`src/rtl/quad_paddle_ctrl.sv`:
```
`default_nettype none
// ============================================================================
// Module   : quad_paddle_ctrl
// Brief    : N-channel quadrature encoder front end driving clamped paddle
//            positions with step pulses and sticky illegal-transition flags.
// Revision : 1.0 - initial release
// ============================================================================
module quad_paddle_ctrl #(
    parameter int                NUM_CH       = 2,
    parameter int                POS_W        = 6,
    parameter int                POS_MIN      = 5,
    parameter int                POS_MAX      = 58,
    parameter int                POS_INIT     = 28,
    parameter int                CNT_PER_STEP = 4,
    parameter int                FILT_LEN     = 3,
    parameter logic [NUM_CH-1:0] INVERT       = {NUM_CH{1'b0}}
) (
    input  logic                    clk,
    input  logic                    reset,
    input  logic [NUM_CH-1:0]       enca,
    input  logic [NUM_CH-1:0]       encb,
    input  logic                    reset_game,
    input  logic                    clr_err,
    output logic [NUM_CH*POS_W-1:0] pos,
    output logic [NUM_CH-1:0]       step_up,
    output logic [NUM_CH-1:0]       step_dn,
    output logic [NUM_CH-1:0]       err
);

    localparam int                        c_stab_w   = 4;
    localparam int                        c_sub_w    = 5;
    localparam logic [c_stab_w-1:0]       c_filt     = c_stab_w'(FILT_LEN);
    localparam logic [c_stab_w-1:0]       c_stab_max = '1;
    localparam logic [c_stab_w-1:0]       c_stab_one = c_stab_w'(1);
    localparam logic signed [c_sub_w-1:0] c_sub_top  = c_sub_w'(CNT_PER_STEP - 1);
    localparam logic signed [c_sub_w-1:0] c_sub_bot  = -c_sub_top;
    localparam logic signed [c_sub_w-1:0] c_sub_one  = c_sub_w'(1);
    localparam logic [POS_W-1:0]          c_pos_min  = POS_W'(POS_MIN);
    localparam logic [POS_W-1:0]          c_pos_max  = POS_W'(POS_MAX);
    localparam logic [POS_W-1:0]          c_pos_init = POS_W'(POS_INIT);
    localparam logic [POS_W-1:0]          c_pos_one  = POS_W'(1);

    for (genvar gi = 0; gi < NUM_CH; gi++) begin : g_ch
        logic [1:0]                  r_sync1;
        logic [1:0]                  r_sync2;
        logic [1:0]                  r_prev;
        logic [1:0]                  r_fill;
        logic [c_stab_w-1:0]         r_stab;
        logic [1:0]                  r_ab_f;
        logic                        r_primed;
        logic                        r_ev_up;
        logic                        r_ev_dn;
        logic                        r_ev_ill;
        logic signed [c_sub_w-1:0]   r_sub;
        logic [POS_W-1:0]            r_pos;
        logic                        r_step_up;
        logic                        r_step_dn;
        logic                        r_err;

        logic [c_stab_w-1:0]         w_stab_nxt;
        logic                        w_accept;
        logic [1:0]                  w_delta;
        logic                        w_up;
        logic                        w_dn;
        logic                        w_ill;

        always_comb begin
            if (r_sync2 != r_prev) begin
                w_stab_nxt = c_stab_one;
            end else if (r_stab == c_stab_max) begin
                w_stab_nxt = r_stab;
            end else begin
                w_stab_nxt = r_stab + c_stab_one;
            end
            // r_fill keeps reset-flushed synchroniser zeros from priming ab_f
            w_accept = r_fill[1] && (w_stab_nxt >= c_filt) &&
                       (!r_primed || (r_sync2 != r_ab_f));
            // Gray code to position index: 00->0, 01->1, 11->2, 10->3
            w_delta  = {r_sync2[1], ^r_sync2} - {r_ab_f[1], ^r_ab_f};
            w_ill    = (w_delta == 2'd2);
            w_up     = INVERT[gi] ? (w_delta == 2'd3) : (w_delta == 2'd1);
            w_dn     = INVERT[gi] ? (w_delta == 2'd1) : (w_delta == 2'd3);
        end

        always_ff @(posedge clk or negedge reset) begin
            if (!reset) begin
                r_sync1  <= '0;
                r_sync2  <= '0;
                r_prev   <= '0;
                r_fill   <= '0;
                r_stab   <= '0;
                r_ab_f   <= '0;
                r_primed <= 1'b0;
                r_ev_up  <= 1'b0;
                r_ev_dn  <= 1'b0;
                r_ev_ill <= 1'b0;
            end else begin
                r_sync1  <= {enca[gi], encb[gi]};
                r_sync2  <= r_sync1;
                r_prev   <= r_sync2;
                r_fill   <= {r_fill[0], 1'b1};
                r_stab   <= w_stab_nxt;
                r_ev_up  <= 1'b0;
                r_ev_dn  <= 1'b0;
                r_ev_ill <= 1'b0;
                if (w_accept) begin
                    r_ab_f   <= r_sync2;
                    r_primed <= 1'b1;
                    if (r_primed) begin
                        r_ev_up  <= w_up;
                        r_ev_dn  <= w_dn;
                        r_ev_ill <= w_ill;
                    end
                end
            end
        end

        always_ff @(posedge clk or negedge reset) begin
            if (!reset) begin
                r_sub     <= '0;
                r_pos     <= c_pos_init;
                r_step_up <= 1'b0;
                r_step_dn <= 1'b0;
                r_err     <= 1'b0;
            end else begin
                r_step_up <= 1'b0;
                r_step_dn <= 1'b0;
                r_err     <= (r_err & ~clr_err) | r_ev_ill;
                if (reset_game) begin
                    r_sub <= '0;
                    r_pos <= c_pos_init;
                end else if (r_ev_up) begin
                    if (r_sub == c_sub_top) begin
                        r_sub <= '0;
                        if (r_pos < c_pos_max) begin
                            r_pos     <= r_pos + c_pos_one;
                            r_step_up <= 1'b1;
                        end
                    end else begin
                        r_sub <= r_sub + c_sub_one;
                    end
                end else if (r_ev_dn) begin
                    if (r_sub == c_sub_bot) begin
                        r_sub <= '0;
                        if (r_pos > c_pos_min) begin
                            r_pos     <= r_pos - c_pos_one;
                            r_step_dn <= 1'b1;
                        end
                    end else begin
                        r_sub <= r_sub - c_sub_one;
                    end
                end
            end
        end

        assign pos[gi*POS_W +: POS_W] = r_pos;
        assign step_up[gi]            = r_step_up;
        assign step_dn[gi]            = r_step_dn;
        assign err[gi]                = r_err;
    end

endmodule
`default_nettype wire

```
`config.mk`:
```
export PLATFORM = sky130hd
export DESIGN_NAME = quad_paddle_ctrl
export DESIGN_NICKNAME = d
export VERILOG_FILES = /design/src/rtl/quad_paddle_ctrl.sv
export SDC_FILE = /design/constraint.sdc
export NUM_CORES = 1
export LEC_CHECK = 0
export ABC_AREA = 1
export BUFFER_PORTS_ARGS = -buffer_cell sky130_fd_sc_hd__buf_2
export CORE_UTILIZATION = 55
export CTS_CLUSTER_DIAMETER = 150
export DETAILED_ROUTE_END_ITERATION = 8
export GPL_TIMING_DRIVEN = 0
export PLACE_DENSITY = 0.81
export SYNTH_ARGS = -nofsm -noshare
export SYNTH_HDL_FRONTEND = slang
export SYNTH_SLANG_ARGS = --single-unit
```
`constraint.sdc`:
```
create_clock -name clk -period 1.7 [get_ports clk]
set_input_delay 0.34 -clock clk [delete_from_list [all_inputs] [get_ports clk]]
set_output_delay 0.34 -clock clk [all_outputs]
set_load 0.005 [all_outputs]
```
==> run_results.csv <==
group,metric,value,unit
run_status,status,"finished clean",
final_layout,fill_cells,489,
clock_network,clockRootBuffer,"clkbuf_8",
timing,relSlewSlack,0.501,
yosys,syn_inst,438,
critical_path,worst_path_most_repeated_cell,"nand2_1",
timing,fin_crit,1.67,ns
global_routing,grt.total_usage,0.212,
clock_network,cts_tree,"yes",
global_routing,antenna_found_initial,0,
global_routing,grt_max_degree,63,
final_layout,fin_area,4260,µm²
yosys,ys_seq_area_frac,0.428,
clock_network,cts_buffers,9,
yosys,synth_nets,466,
placement,gp_congestion,0.869,
clock_network,clock_sinks,62,
floorplan,num_rows,29,
critical_path,rrSetupSlack,0.03,ns
yosys,synth_cell_types,35,
timing,finalHoldViolCount,0,
floorplan,coreArea,6390,µm²
critical_path,slowest_delay,0.42,ns
pwr,power.clock.fraction,0.252,
timing,slew_violations,0,
timing,max_freq,0.599,GHz
critical_path,cp_data_arrival_time,1.96,ns
yosys,synth_enable_flop_cells,0,
floorplan,ioPinCount,26,
final_layout,diodes,0,
drt,wl_met1,2880,µm
pwr,pwr-share-comb,0.323,
yosys,syn-cell-area,3640,µm²
critical_path,critPathMaxFanout,6,
placement,dp_hpwl,4900,µm
pwr,swShare,0.356,
final_layout,syn2layout_area_growth,17.1,%
critical_path,crit_path_start_kind,"register",
global_routing,globalRoute.totalOverflow,0,
global_routing,grt_pass1_wl,11900,µm
drt,drc,0,
drt,drt_pass1_iterations,4,
floorplan,die-area,6950,µm²
yosys,postSynthAreaPerCell,8.31,µm²
critical_path,critical_path.top_delay_family,"simple AND/OR/NAND/NOR gates",
floorplan,die_x,83.4,µm
yosys,synth-warning-count,0,
pwr,peakVddDrop,0.893,mV
job,max_cap_viol_count,0,
critical_path,r2r-end,"g_ch[0].r_pos[2]",
pwr,power_density,1050,nW/µm²
drt,ant_nets,0,
clock_network,insertion_delay,0.34,ns
timing,rsz0062_at_grt,"true",
pwr,power.internal,2.87,mW
timing,skew,0.00511,ns
critical_path,cp-end-kind,"register",
critical_path,crit_type,"reg2reg",
floorplan,start_util,0.570,
clock_network,cts_max_level,3,
clock_network,clockBufferDepth,2,
yosys,async_reset_ff_frac,1.00,
drt,top_layer_used,"met4",
drt,via_per_inst,5.23,
min_path,hold_path.class,"in2async",
critical_path,path_buf_inv,2,
critical_path,path_cells,"clkinvlp_4 -> buf_4 -> nor2_1 -> nand2_1 -> nand2_2 -> nand2_1 -> nand2_1",
timing,finalSetupViolations,0,
clock_network,clkTransAtPathRegs,0.07,ns
pwr,pwr-share-seq,0.425,
critical_path,cp.required,1.98,ns
yosys,ys.flop_type,"dfrtp_1",
drt,detail_route.wl_per_cell,12.0,µm
global_routing,grt_pass1_vias,2915,
final_layout,final_cell_mix,"nand2_1 (110), inv_1 (57), dfrtp_1 (51)",
critical_path,reg2reg_depth,7,
critical_path,r2r_start,"g_ch[0].r_ev_up",
critical_path,slowest_stage,"dfrtp_2",
yosys,synth_seq_cells,62,
drt,route.met3.wl,225,µm
timing,finalCritPeriodShare,0.983,
drt,drt_iter0_markers,128,
timing,tightestPinTransition,0.749,ns
pwr,switching_power,1.59,mW
pwr,total_power,4.46,mW
drt,wl_met2,3640,µm
drt,finalWirelength,6840,µm
floorplan,die_h,83.4,µm
placement,dpl_cell_area,3860,µm²
final_layout,final_common_cell,"nand2_1",
drt,dr_total_vias,2968,
final_layout,layout.nets,514,
pwr,p_leak,2.16,nW
final_layout,layout-drive-gt1-share,0.248,
placement,portBuffers,24,
-- worst max path at each step --
stage / endpoint / cells after the start / startpoint
global route: g_ch[0].r_pos[4] / 9 / g_ch[0].r_ev_up
detailed placement: g_ch[0].r_pos[4] / 9 / g_ch[0].r_ev_up
global placement: g_ch[1].r_pos[4] / 9 / g_ch[1].r_ev_up
finish: g_ch[0].r_pos[2] / 7 / g_ch[0].r_ev_up
floorplan: g_ch[0].r_pos[4] / 9 / g_ch[0].r_ev_up
CTS: g_ch[0].r_pos[4] / 8 / g_ch[0].r_pos[1]
-- through the flow --
stage / setup TNS, ns / instances / util / hold WS, ns / setup slack, ns
after floorplan: 0 / 438 / - / 0.0444 / 0.142
after global placement: -0.0703 / 539 / 0.604 / 0.334 / -0.0407
after detailed placement: -0.288 / 539 / 0.604 / 0.336 / -0.0967
after CTS: 0 / 560 / 0.642 / 0.0825 / 0.00775
after global routing: -0.353 / 568 / 0.668 / 0.0801 / -0.0673
final: 0 / 568 / 0.668 / 0.0538 / 0.0293
-- logic make-up (layout without fill, tap and decap cells) --
logic type | count (synthesis) | count (layout) | share of synthesized area
adder cells (fa/ha/maj) | 20 | 20 | 0.0729
XOR/XNOR | 31 | 31 | 0.0746
AO/OA/AOI/OAI | 36 | 36 | 0.0557
buffers and inverters | 74 | 127 | 0.0866
other | 1 | 1 | 0.00103
flip-flops | 62 | 62 | 0.428
AND/OR/NAND/NOR | 214 | 214 | 0.281
-- worst register-to-register path: stages, from the launching register on --
cell and delay (ns):
dfrtp_2 0.42, clkinvlp_4 0.21, buf_4 0.21, nor2_1 0.25, nand2_1 0.21, nand2_2 0.16
nand2_1 0.08, nand2_1 0.06
-- power groups by stage --
| stage | sequential [mW] | clock, mW | combinational [mW] |
|---|---|---|---|
| after floorplan | 1.86 | 0 | 1.08 |
| after global placement | 1.89 | 0 | 1.26 |
| after detailed placement | 1.91 | 0 | 1.34 |
| after CTS | 1.88 | 1.16 | 1.37 |
| after global routing | 1.92 | 1.22 | 1.64 |
| final | 1.90 | 1.12 | 1.44 |
-- routing by layer --
metal  global-route usage  up-vias
li1                     -     1480
met1                0.235     1423
met2                0.396       53
met3               0.0537       12
met4               0.0658        0
met5                    0        -
-- cells in the mapped netlist, types with 6 or more instances --
| cell | instances | area [µm²] |
|---|---|---|
| o21ai_0 | 18 | 90.1 |
| nand2_2 | 10 | 62.6 |
| ha_1 | 18 | 225 |
| nand3_1 | 40 | 200 |
| inv_1 | 60 | 225 |
| dfstp_2 | 6 | 158 |
| nand2_1 | 112 | 420 |
| buf_4 | 7 | 52.6 |
| xor2_1 | 14 | 123 |
| nor2_2 | 7 | 43.8 |
| xnor2_1 | 17 | 149 |
| dfrtp_1 | 56 | 1400 |
| nand4_1 | 10 | 62.6 |
| nor2_1 | 17 | 63.8 |
-- state kept, by name, indices dropped and copies added, names as in the netlist --
register,cells
g_ch.r_ab_f,4
g_ch.r_err,2
g_ch.r_ev_dn,2
g_ch.r_ev_ill,2
g_ch.r_ev_up,2
g_ch.r_fill,2
g_ch.r_pos,12
g_ch.r_prev,4
g_ch.r_primed,2
g_ch.r_stab,8
g_ch.r_step_dn,2
g_ch.r_step_up,2
g_ch.r_sub,10
g_ch.r_sync1,4
g_ch.r_sync2,4
-- layout make-up --
cell class | instances | area (µm²) | share of cell area
clock buffers | 9 | 124 | 0.0290
flip-flops and latches | 62 | 1570 | 0.367
plain buffers | 11 | 78.8 | 0.0185
repair buffers | 37 | 224 | 0.0525
multi-input cells | 302 | 1880 | 0.441
inverters | 63 | 244 | 0.0572
clock inverters | 7 | 50.0 | 0.0117
well taps | 77 | 96.3 | 0.0226
-- timing repair --
action                                  CTS  global route
pin swaps                                 0            12
buffers inserted                          5             8
endpoints found under the setup margin    5            10
hold buffers                              0             0
resized for setup                         5            20
Power figures use the tool's default switching activity.
